## src/rtl/usr_pkg.sv

```systemverilog
// usr_pkg: shared definitions for the universal shift register and its sequencer
// Contents: OP_* operation encodings (also used as the shift-register sel code)
//           and the sequencer FSM state enum.
package usr_pkg;
    localparam logic [1:0] OP_HOLD = 2'b00;
    localparam logic [1:0] OP_SHR  = 2'b01;
    localparam logic [1:0] OP_SHL  = 2'b10;
    localparam logic [1:0] OP_LOAD = 2'b11;

    typedef enum logic [1:0] {
        ST_IDLE   = 2'b00,
        ST_RUN    = 2'b01,
        ST_SETTLE = 2'b10
    } state_t;
endpackage

```

## src/rtl/usr_seq.sv

```systemverilog
// usr_seq: command sequencer driving a 4-bit universal shift register
// Ports: clk, rst (async active-low);
//        cmd_valid/cmd_ready/cmd_op/cmd_cnt/cmd_data/cmd_fill command handshake;
//        q_in shift-register readback; sel/d_in/s_in_left/s_in_right registered
//        shift-register controls; result/done/busy completion status.
// Option: define USR_SEQ_ABORT_EN to add abort (in) and aborted (out), which cut
//         a RUN short and flag the resulting completion.
module usr_seq
    import usr_pkg::*;
(
    input  logic       clk,
    input  logic       rst,
    input  logic       cmd_valid,
    output logic       cmd_ready,
    input  logic [1:0] cmd_op,
    input  logic [2:0] cmd_cnt,
    input  logic [3:0] cmd_data,
    input  logic       cmd_fill,
    input  logic [3:0] q_in,
    output logic [1:0] sel,
    output logic [3:0] d_in,
    output logic       s_in_left,
    output logic       s_in_right,
    output logic [3:0] result,
    output logic       done,
    output logic       busy
`ifdef USR_SEQ_ABORT_EN
    ,
    input  logic       abort,
    output logic       aborted
`endif
);
    state_t     state_q, state_d;
    logic [1:0] sel_q, sel_d;
    logic [3:0] d_in_q, d_in_d;
    logic       sl_q, sl_d;
    logic       sr_q, sr_d;
    logic [2:0] cnt_q, cnt_d;
    logic [3:0] result_q, result_d;
    logic       done_q, done_d;
    logic       stop_run;

`ifdef USR_SEQ_ABORT_EN
    logic abt_q, abt_d;
    logic aborted_q, aborted_d;
    assign stop_run = cnt_q == 3'd0 || abort;
`else
    assign stop_run = cnt_q == 3'd0;
`endif

    always_comb begin
        state_d  = state_q;
        sel_d    = sel_q;
        d_in_d   = d_in_q;
        sl_d     = sl_q;
        sr_d     = sr_q;
        cnt_d    = cnt_q;
        result_d = result_q;
        done_d   = 1'b0;
`ifdef USR_SEQ_ABORT_EN
        abt_d     = abt_q;
        aborted_d = 1'b0;
`endif
        case (state_q)
            ST_IDLE: begin
                if (cmd_valid) begin
                    state_d = ST_RUN;
                    sel_d   = cmd_op;
                    d_in_d  = cmd_data;
                    sl_d    = cmd_fill && cmd_op == OP_SHL;
                    sr_d    = cmd_fill && cmd_op == OP_SHR;
                    // cnt holds remaining RUN cycles minus one; 0-1 wraps to 7, giving 8 cycles
                    cnt_d   = cmd_op == OP_LOAD ? 3'd0 : cmd_cnt - 3'd1;
`ifdef USR_SEQ_ABORT_EN
                    abt_d   = 1'b0;
`endif
                end
            end
            ST_RUN: begin
                if (stop_run) begin
                    state_d = ST_SETTLE;
                    sel_d   = OP_HOLD;
                    cnt_d   = 3'd0;
`ifdef USR_SEQ_ABORT_EN
                    abt_d   = abort;
`endif
                end else begin
                    cnt_d = cnt_q - 3'd1;
                end
            end
            ST_SETTLE: begin
                state_d  = ST_IDLE;
                result_d = q_in;
                done_d   = 1'b1;
`ifdef USR_SEQ_ABORT_EN
                aborted_d = abt_q;
`endif
            end
            default: state_d = ST_IDLE;
        endcase
    end

    always_ff @(posedge clk or negedge rst) begin
        if (!rst) begin
            state_q  <= ST_IDLE;
            sel_q    <= OP_HOLD;
            d_in_q   <= 4'b0000;
            sl_q     <= 1'b0;
            sr_q     <= 1'b0;
            cnt_q    <= 3'd0;
            result_q <= 4'b0000;
            done_q   <= 1'b0;
        end else begin
            state_q  <= state_d;
            sel_q    <= sel_d;
            d_in_q   <= d_in_d;
            sl_q     <= sl_d;
            sr_q     <= sr_d;
            cnt_q    <= cnt_d;
            result_q <= result_d;
            done_q   <= done_d;
        end
    end

`ifdef USR_SEQ_ABORT_EN
    always_ff @(posedge clk or negedge rst) begin
        if (!rst) begin
            abt_q     <= 1'b0;
            aborted_q <= 1'b0;
        end else begin
            abt_q     <= abt_d;
            aborted_q <= aborted_d;
        end
    end

    assign aborted = aborted_q;
`endif

    assign cmd_ready  = state_q == ST_IDLE;
    assign busy       = state_q != ST_IDLE;
    assign sel        = sel_q;
    assign d_in       = d_in_q;
    assign s_in_left  = sl_q;
    assign s_in_right = sr_q;
    assign result     = result_q;
    assign done       = done_q;
endmodule
```

## config.mk

```make
export PLATFORM = sky130hd
export DESIGN_NAME = usr_seq
export DESIGN_NICKNAME = d
export VERILOG_FILES = /design/src/rtl/usr_pkg.sv /design/src/rtl/usr_seq.sv
export SDC_FILE = /design/constraint.sdc
export NUM_CORES = 1
export LEC_CHECK = 0
export CORE_UTILIZATION = 42
export CTS_CLUSTER_DIAMETER = 100
export DETAILED_ROUTE_END_ITERATION = 10
export GPL_TIMING_DRIVEN = 0
export PLACE_DENSITY = 0.88
export SLEW_MARGIN = 20
export SYNTH_ARGS = -nofsm -noshare
export SYNTH_HDL_FRONTEND = slang
export SYNTH_SLANG_ARGS = --single-unit
```

## constraint.sdc

```tcl
create_clock -name clk -period 1.45 [get_ports clk]
set_input_delay 0.29 -clock clk [delete_from_list [all_inputs] [get_ports clk]]
set_output_delay 0.29 -clock clk [all_outputs]
set_load 0.05 [all_outputs]
```

==> summary.md, run 1 <==
| Metric | Value |
|---|---|
| Outcome | `finished clean` |
| Clock buffer depth | `2` |
| Gate Count Post-Synth | `75` |
| Worst-margin pin slew | `0.7599 ns` |
| Synthesized flop and latch total | `18` |
| Max IR drop VDD | `977.6 uV` |
| Asr flop ratio synth | `100.0%` |
| WL/cell | `13.24 um` |
| LEAKAGE | `0.5739 nW` |
| ANT cells | `0` |
| Post-synth EDFFs | `0` |
| Share of layout cells above drive strength 1 | `31.58%` |
| Final WL | `1841 um` |
| Sw frac | `50.63%` |
| Clock Root Buffer | `clkbuf_4` |
| GRT Util Overall | `18.05%` |
| Sequential share of the synthesized area | `55.38%` |
| Crit start category | `flip-flop` |
| GP Congestion | `0.7851` |
| Fmax | `716.4 MHz` |
| # IOs | `32` |
| Internal Power | `1.382 mW` |
| Distinct cell type count after synthesis | `22` |
| Overflow after GRT | `0` |
| Pins Over Slew Limit | `0` |
| Vias per inst | `4.978` |
| Critical Path RT | `1.16 ns` |
| Vias in the first global route | `657` |
| Predominant post-synthesis flop cell | `dfrtp_1` |
| Largest net degree at the start of global routing | `19` |
| Die area | `0.002116 sq mm` |
| Core area | `0.001764 sq mm` |
| Sink Count | `18` |
| Power Density | `2369 mW/mm^2` |
| Max-Slew Margin vs Limit | `49.18%` |
| Antenna Violating Nets Remaining | `0` |
| Total of max-cap violations | `0` |
| First drt pass iteration count | `4` |
| Endpoints failing setup | `0` |
| Die Ht | `46.01 um` |
| Setup WS pre-CTS | `-0.2441 ns` |
| Hold buffer count at cts | `0` |
| Area delta synth->final | `45.23%` |
| Final period utilization | `96.27%` |
| Worst-path maximum fanout | `6` |
| Syn nets | `95` |
| Initial Utilization | `46.10%` |
| Buffers added on ports | `31` |
| Global-route wire length before repair | `2670 um` |
| Final worst slack | `0.05407 ns` |
| Vias | `692` |
| Worst EP arrival | `1.11 ns` |
| Die W | `46.01 um` |
| Clock slew at reported path FFs | `0.09 ns` |
| Post-layout minimum cycle time | `1.396 ns` |
| Cts bufs inserted | `3` |
| Crit. End Element | `primary output` |
| DRC violations left | `0` |
| CTS tree | `yes` |
| Min-Delay Path Class | `in -> async` |
| DP HPWL | `1277 um` |
| Synth Cell Area | `813.3 sq um` |
| Layout Skew | `0.001456 ns` |
| Avg Inst Size Synth | `10.84 sq um` |
| Sequential power share | `30.6%` |
| H-Tree Depth | `1` |
| Later-pin clock latency in the skew report | `0.29 ns` |
| Ys Warns | `0` |
| Net load switching power | `1.417 mW` |
| Nets | `136` |
| Part of the power in the clock network | `8.8%` |
| Iter 0 DRT Violations | `11` |
| Final Hold Viols | `0` |
| Initial antenna violation count | `0` |
| Crit Path Class | `reg -> out` |
| Final core occ | `66.95%` |
| Combinational Power Share | `60.6%` |
| Row count | `15` |
[final cells by class]
| type | instances | area, sq um |
|---|---|---|
| plain buffers | 2 | 16.27 |
| fillers | 152 | 583.1 |
| inverters | 7 | 26.28 |
| multi-input cells | 48 | 332.8 |
| well taps | 25 | 31.28 |
| flip-flops and latches | 18 | 451.7 |
| clock buffers | 3 | 22.52 |
| repair buffers | 36 | 300.3 |
[through the flow]
| step | cell area, sq um | setup TNS, ns | std cells | hold WS [ns] | power [mW] |
|---|---|---|---|---|---|
| after floorplan | 820.8 | 0 | 75 | -0.005591 | 2.024 |
| after global placement | 1162 | -1.540 | 131 | 0.4518 | 2.530 |
| after detailed placement | 1162 | -1.878 | 131 | 0.4633 | 2.581 |
| after CTS | 1189 | 0 | 134 | 0.4673 | 2.756 |
| after global routing | 1181 | -0.01483 | 139 | 0.5116 | 2.962 |
| final | 1181 | 0 | 139 | 0.4347 | 2.798 |
[synth_stat cells (all sizes together), types with 2 or more instances]
cell | number | area (sq um)
nand2 | 20 | 75.07
dfrtp | 18 | 450.4
inv | 7 | 26.28
nor2 | 5 | 21.27
mux2 | 4 | 45.04
ha | 3 | 37.54
a22o | 2 | 17.52
a32oi | 2 | 17.52
buf | 2 | 16.26
o21ai | 2 | 10.01
[critical path, stage by stage (launching register included)]
cell     delay [ns]
dfrtp_1        0.38
buf_6          0.13
nor2_4         0.10
inv_1          0.05
buf_6          0.15
[state kept, by name (all words and copies together) (netlist names)]
name	cells
done	1
result	4
cnt_q	3
d_in	4
s_in_right	1
state_q	2
s_in_left	1
sel	2
[cells in the final DEF, fill, tap and decap left out]
cell	synthesis	layout
o21bai_1	1	1
nor2_4	0	1
clkdlybuf4s15_2	0	3
buf_6	1	2
dfrtp_1	18	17
o221ai_1	1	1
nand4b_1	1	1
a32oi_1	2	2
or3b_1	1	1
clkbuf_2	0	10
o31a_1	1	1
xnor2_1	1	1
o31ai_2	1	1
nor2_2	1	2
nand2_1	20	20
inv_1	7	7
a22o_1	2	2
nor3b_4	1	1
a21oi_1	1	1
buf_4	0	6
nor2_1	4	2
ha_1	3	2
and3b_1	1	1
dfrtp_2	0	1
mux2_2	4	4
o21ai_0	2	2
ha_2	0	1
buf_2	1	1
clkbuf_4	0	3
clkdlybuf4s50_1	0	16
[kinds of logic after synthesis]
family / synth area share, %
adder cells (fa/ha/maj): 4.616
AND/OR/NAND/NOR: 17.39
XOR/XNOR: 1.077
flip-flops: 55.38
AO/OA/AOI/OAI: 10.77
multiplexers: 5.538
buffers and inverters: 5.231
[power groups by stage]
stage | clock [mW] | combinational [mW] | sequential (mW)
2_1_floorplan | 0 | 0.608 | 1.42
3_3_place_gp | 0 | 1.68 | 0.845
3_5_place_dp | 0 | 1.72 | 0.862
4_1_cts | 0.247 | 1.66 | 0.852
5_1_grt | 0.268 | 1.81 | 0.881
6_report | 0.245 | 1.70 | 0.856
[timing repair]
item / in CTS / in global routing
pin swaps: 0 / 1
buffers inserted: 0 / 5
gates resized for setup: 43 / 12
setup endpoints to repair: 15 / 16
[routing by layer]
layer / global-route usage (%) / wire length, um / vias up
li1: - / - / 328
met1: 21.72 / 703 / 335
met2: 30.14 / 999 / 24
met3: 2.381 / 97 / 5
met4: 11.18 / 41 / 0
met5: 0 / 0 / -
[path summary, 6_finish.rpt]
| check | slack [ns] | cells past startpoint | end | startpoint |
|---|---|---|---|---|
| max | 0.05 | 4 | busy | state_q[0] |
| min | 0.43 | 1 | d_in[0] | rst |
| max reg2reg | 0.09 | 5 | sel[0] | cnt_q[0] |
| min reg2reg | 0.49 | 2 | d_in[0] | d_in[0] |
| max in group asynchronous | 0.49 | 1 | state_q[1] | rst |
| min in group clk | 0.49 | 2 | d_in[0] | d_in[0] |
(Power assumes the default switching activity.)
==> inputs of run 2 (changes only) <==
--- a/config.mk
+++ b/config.mk
@@ -10,6 +10,7 @@
 export DETAILED_ROUTE_END_ITERATION = 10
 export GPL_TIMING_DRIVEN = 0
 export PLACE_DENSITY = 0.88
+export SETUP_SLACK_MARGIN = 0.15
 export SLEW_MARGIN = 20
 export SYNTH_ARGS = -nofsm -noshare
 export SYNTH_HDL_FRONTEND = slang
==> run 2 against run 1 <==
Effect of this change: clock power shrank 4%; critical path depth is 1 lower; setup slack gained 0.015 ns; final cell count up 2.2%; global-route usage up 2.3 points; flip-flop and latch count is the same; clock-buffer cell count is the same; register-to-register slack gained 0.05 ns; power up 3.3%; worst hold slack better by 0.036 ns; via count decreased by 1.2%; largest power group unchanged.
==> summary.md, run 2 (synthesized netlist as in run 1, its figures left out) <==
| Metric | Value |
|---|---|
| R2r setup slk | `0.14 ns (+0.05 ns)` |
| Internal Power | `1.458 mW (+5.5%)` |
| WL/cell | `13.19 um (-0.41%)` |
| Commonest non-fill, non-tap cell in the layout | `nand2_1` |
| Final core occ | `68.87% (+1.9 points)` |
| Largest net degree at the start of global routing | `19 (unchanged)` |
| Iter 0 DRT Violations | `8 (-3)` |
| Endpoints failing setup | `0 (unchanged)` |
| H-Tree Depth | `1 (unchanged)` |
| Overflow after GRT | `0 (unchanged)` |
| FF-to-FF Start | `cnt_q[1]` |
| Critical Path RT | `1.16 ns (about the same)` |
| LEAKAGE | `0.6098 nW (+6.3%)` |
| Max IR drop VDD | `1118 uV (+14%)` |
| Cts bufs inserted | `3 (unchanged)` |
| Final worst slack | `0.06859 ns (+0.01452 ns)` |
| Global-route wire length before repair | `2967 um (+11%)` |
| Final period utilization | `95.27% (-1.0 points)` |
| Sink Count | `18 (unchanged)` |
| Initial antenna violation count | `0 (unchanged)` |
| Crit. End Element | `primary output` |
| R2r endpoint | `sel[0]` |
| Layout Skew | `0.003497 ns (+0.002041 ns)` |
| Sw frac | `49.55% (-1.1 points)` |
| Pins Over Slew Limit | `0 (unchanged)` |
| Worst-margin pin slew | `0.8030 ns (+0.04306 ns)` |
| Die Ht | `46.01 um (unchanged)` |
| Antenna Violating Nets Remaining | `0 (unchanged)` |
| CTS tree | `yes` |
| Buffers added on ports | `31 (unchanged)` |
| Clock buffer depth | `2 (unchanged)` |
| Core area | `0.001764 sq mm (unchanged)` |
| Worst EP arrival | `1.09 ns (-0.02 ns)` |
| # IOs | `32 (unchanged)` |
| Row count | `15 (unchanged)` |
| Total of max-cap violations | `0 (unchanged)` |
| ANT cells | `0 (unchanged)` |
| Clock slew at reported path FFs | `0.10 ns (about the same)` |
| Sequential power share | `29.1% (-1.5 points)` |
| Hold buffer count at cts | `0 (unchanged)` |
| Commonest non-fill, non-tap cells in the layout | `nand2_1, dfrtp_1, clkdlybuf4s50_1` |
| Nets | `139 (+2.2%)` |
| GP Congestion | `0.8095 (+3.1%)` |
| Combinational Power Share | `62.8% (+2.2 points)` |
| Net load switching power | `1.432 mW (+1.1%)` |
| GRT Util Overall | `20.36% (+2.3 points)` |
| Part of the power in the clock network | `8.1% (-0.7 points)` |
| Area delta synth->final | `49.39%` |
| Share of layout cells above drive strength 1 | `34.19% (+2.6 points)` |
| Later-pin clock latency in the skew report | `0.28 ns (about the same)` |
| Setup repair after global routing missed its margin | `yes` |
| Fmax | `723.9 MHz (+1.1%)` |
| Crit start category | `flip-flop` |
| Vias in the first global route | `689 (+4.9%)` |
| Worst-path maximum fanout | `6 (unchanged)` |
| Reg2reg path depth | `5 (unchanged)` |
| Initial Utilization | `46.10% (unchanged)` |
| Setup WS pre-CTS | `-0.2665 ns (-0.02233 ns)` |
| Final WL | `1873 um (+1.7%)` |
| Max-Slew Margin vs Limit | `46.30% (-2.9 points)` |
| DP HPWL | `1310 um (+2.6%)` |
| Power Density | `2378 mW/mm^2 (+0.39%)` |
| Final Hold Viols | `0 (unchanged)` |
| Clock Root Buffer | `clkbuf_4` |
| Vias | `684 (-1.2%)` |
| Min-Delay Path Class | `in -> async` |
| Outcome | `finished clean` |
| First drt pass iteration count | `3 (-1)` |
| DRC violations left | `0 (unchanged)` |
| Crit Path Class | `reg -> out` |
| Vias per inst | `4.817 (-3.2%)` |
| Die W | `46.01 um (unchanged)` |
| Post-layout minimum cycle time | `1.381 ns (-0.01452 ns)` |
| Die area | `0.002116 sq mm (unchanged)` |
-- run 2: worst max-delay path by stage --
stage	startpoint	to
2_1_floorplan	state_q[0]	busy
5_1_grt	state_q[0]	busy
4_1_cts	state_q[1]	cmd_ready
3_3_place_gp	state_q[0]	cmd_ready
3_5_place_dp	state_q[0]	cmd_ready
6_report	state_q[1]	busy
-- run 2: layout make-up --
type	instances	area [sq um]
buffer	2	22.52
sequential	18	451.7
inverter	7	26.28
clock buffer	3	22.52
fill	144	549.3
timing repair buffer	39	307.8
multi-input combinational	48	352.8
tap	25	31.28
-- run 2: timing repair --
action                     4_1_cts  5_1_grt
setup endpoints to repair       26       20
pin swaps                        3        5
resized for setup               75       17
cloned                           0        0
setup buffers                    6        2
-- run 2: through the flow --
step,TNS [ns],hold WS [ns],area [sq um],std cells,total power [mW]
6_report,0,0.4703,1215,142,2.890
5_1_grt,0,0.4929,1215,142,3.055
4_1_cts,0,0.4738,1212,140,2.837
3_5_place_dp,-1.863,0.4620,1162,131,2.580
3_3_place_gp,-1.537,0.4517,1162,131,2.530
2_1_floorplan,0,-0.005591,820.8,75,2.024
-- run 2: worst max-delay path: stages (launching register included) --
cell and delay, ns:
dfrtp_2 0.48, nor2_4 0.15, inv_2 0.04, buf_6 0.14
-- run 2: power groups by stage --
stage | registers, mW | clock network, mW | logic (mW)
3_3_place_gp | 0.846 | 0 | 1.68
2_1_floorplan | 1.42 | 0 | 0.608
5_1_grt | 0.865 | 0.265 | 1.92
6_report | 0.842 | 0.234 | 1.81
3_5_place_dp | 0.861 | 0 | 1.72
4_1_cts | 0.845 | 0.240 | 1.75
-- run 2: per-layer routing --
metal | routed length [um] | vias up | GRT usage [%]
met2 | 1047 | 16 | 37.18
met1 | 729 | 330 | 22.73
met4 | 15 | 0 | 8.235
met3 | 80 | 2 | 3.968
met5 | 0 | - | 0
li1 | - | 336 | -
==> inputs of run 3 (changes only) <==
--- a/config.mk
+++ b/config.mk
@@ -5,7 +5,9 @@
 export SDC_FILE = /design/constraint.sdc
 export NUM_CORES = 1
 export LEC_CHECK = 0
+export CORE_ASPECT_RATIO = 0.75
 export CORE_UTILIZATION = 42
+export CTS_BUF_LIST = sky130_fd_sc_hd__clkbuf_8 sky130_fd_sc_hd__clkbuf_16
 export CTS_CLUSTER_DIAMETER = 100
 export DETAILED_ROUTE_END_ITERATION = 10
 export GPL_TIMING_DRIVEN = 0
==> run 3 against run 2 <==
Effect of this change: die area barely moved; clock skew is 0.0012 ns higher; routed wire length rose by 14%; clock power rose by 79%; sequential share of layout area down 0.64 points; power rose by 5.9%; design area rose by 1.8%; flip-flop and latch count stayed put; combinational power about the same; critical endpoint unchanged; register-to-register slack hardly changed.
==> summary.md, run 3 (synthesized netlist as in run 1, its figures left out) <==
| Metric | Value |
|---|---|
| Commonest non-fill, non-tap cell in the layout | `nand2_1` |
| Final period utilization | `94.93% (-0.34 points)` |
| ANT cells | `0 (unchanged)` |
| WL/cell | `15.46 um (+17%)` |
| Setup TNS | `0 ns (unchanged)` |
| Final Hold Viols | `0 (unchanged)` |
| Core area | `0.001773 sq mm (+0.50%)` |
| Crit Path Class | `reg -> out` |
| Final worst slack | `0.07347 ns (+0.004880 ns)` |
| Power Density | `2475 mW/mm^2 (+4.0%)` |
| Worst EP arrival | `1.09 ns (about the same)` |
| Total Power | `3.059 mW (+5.9%)` |
| Cts bufs inserted | `3 (unchanged)` |
| Initial Utilization | `45.87% (-0.23 points)` |
| Global-route wire length before repair | `3229 um (+8.8%)` |
| Largest net degree at the start of global routing | `19 (unchanged)` |
| Sequential cell area | `451.7 sq um (unchanged)` |
| Clock Root Buffer | `clkbuf_8` |
| DP HPWL | `1308 um (-0.12%)` |
| Reg2reg path depth | `5 (unchanged)` |
| Hold buffer count at cts | `0 (unchanged)` |
| Max IR drop VDD | `1455 uV (+30%)` |
| H-Tree Depth | `1 (unchanged)` |
| Sink Count | `18 (unchanged)` |
| CTS tree | `yes` |
| DRC violations left | `0 (unchanged)` |
| Hold EP | `s_in_left` |
| First drt pass iteration count | `4 (+1)` |
| Total of max-cap violations | `0 (unchanged)` |
| Nets | `137 (-1.4%)` |
| Initial antenna violation count | `0 (unchanged)` |
| Footprint of the multi-input gates | `336.6 sq um (-4.6%)` |
| Commonest non-fill, non-tap cells in the layout | `nand2_1, dfrtp_1, clkdlybuf4s50_1` |
| Hold Path Depth | `2` |
| Endpoints failing setup | `0 (unchanged)` |
| Overflow after GRT | `0 (unchanged)` |
| Worst-path maximum fanout | `5 (-1)` |
| Layout Skew | `0.004686 ns (+0.001189 ns)` |
| Max-Slew Margin vs Limit | `46.78% (+0.48 points)` |
| Min-delay src | `s_in_left` |
| Vias in the first global route | `671 (-2.6%)` |
| Later-pin clock latency in the skew report | `0.26 ns (-0.02 ns)` |
| Clock slew at reported path FFs | `0.07 ns (-0.03 ns)` |
| Share of layout cells above drive strength 1 | `34.48% (+0.29 points)` |
| R2r setup slk | `0.14 ns (about the same)` |
| Crit. End Element | `primary output` |
| Antenna Violating Nets Remaining | `0 (unchanged)` |
| Die Ht | `40.11 um (-13%)` |
| Fmax | `726.5 MHz (+0.35%)` |
| Die W | `52.81 um (+15%)` |
| Vias per inst | `5.058 (+5.0%)` |
| Worst-margin pin slew | `0.7958 ns (-0.007227 ns)` |
| Post-layout minimum cycle time | `1.377 ns (-0.004880 ns)` |
| Pins Over Slew Limit | `0 (unchanged)` |
| GRT Util Overall | `23.72% (+3.4 points)` |
| GP Congestion | `0.7582 (-6.3%)` |
| Final WL | `2134 um (+14%)` |
| LEAKAGE | `0.6015 nW (-1.4%)` |
| Min-Delay Path Class | `reg -> reg` |
| Iter 0 DRT Violations | `9 (+1)` |
| Outcome | `finished clean` |
| Area delta synth->final | `52.00%` |
| R2r endpoint | `sel[0]` |
| Critical Path RT | `1.16 ns (about the same)` |
| Die area | `0.002118 sq mm (about the same)` |
| Filler cells | `133 (-7.6%)` |
| Row count | `13 (-2)` |
| Buffers added on ports | `31 (unchanged)` |
| # IOs | `32 (unchanged)` |
| FF-to-FF Start | `cnt_q[0]` |
| Setup repair after global routing missed its margin | `yes` |
| Vias | `698 (+2.0%)` |
| Crit start category | `flip-flop` |
| Setup WS pre-CTS | `-0.2537 ns (+0.01272 ns)` |
| Clock buffer depth | `2 (unchanged)` |
run 3: cell count changes in the layout (fill, tap and decap cells not counted), moves of 3 or more:
cell and change:
buf_2 -4, clkbuf_8 +4, clkdlybuf4s15_2 +4, mux2_2 +4
mux2_4 -4, clkbuf_4 -3
run 3: metal layers:
layer	vias to the layer above	share of wire, %	track usage (%)
met5	-	0	0
met4	0	2.7	14.47
met3	6	5.4	8.333
met2	21	54	43.04
met1	340	38	24.23
li1	331	-	-
run 3: power by group:
group	leakage [nW]	internal, mW	switching (mW)
combinational	0.347	0.611	1.17
clock	0.0288	0.242	0.176
sequential	0.226	0.721	0.135
total	0.602	1.57	1.49
run 3: worst max-delay path: stages (launching register included):
cell and delay (ns):
dfrtp_1 0.39, buf_6 0.14, nor2_4 0.09, inv_1 0.06, buf_6 0.15
run 3: area by class of cell:
type / instances / area share, %
Clock buffer: 4 / 4.453
Sequential cell: 18 / 36.54
Tap cell: 22 / 2.227
Multi-Input combinational cell: 48 / 27.23
Buffer: 2 / 1.822
Timing Repair Buffer: 37 / 25.61
Inverter: 7 / 2.125
run 3: repair_timing:
action	4_1_cts	5_1_grt
buffers inserted	5	1
gates resized for setup	60	20
pin swaps	1	3
endpoints found under the setup margin	25	19
run 3: per-stage QoR:
step	cell area [sq um]	hold WS, ns	instances	utilization (%)
after detailed placement	1159	0.4610	128	65.35
after global placement	1159	0.4525	128	65.35
after CTS	1271	0.4754	137	71.70
after global routing	1236	0.5160	138	69.72
after floorplan	820.8	-0.005591	75	-
final	1236	0.4624	138	69.72
run 3: worst max path at each step:
stage,from,to,slack [ns],depth (start not counted)
after floorplan,state_q[0],busy,0.08,3
after global placement,state_q[0],cmd_ready,-0.24,3
after detailed placement,state_q[1],busy,-0.25,3
after CTS,state_q[0],busy,0.06,4
after global routing,state_q[0],busy,0.05,4
final,state_q[0],busy,0.07,4
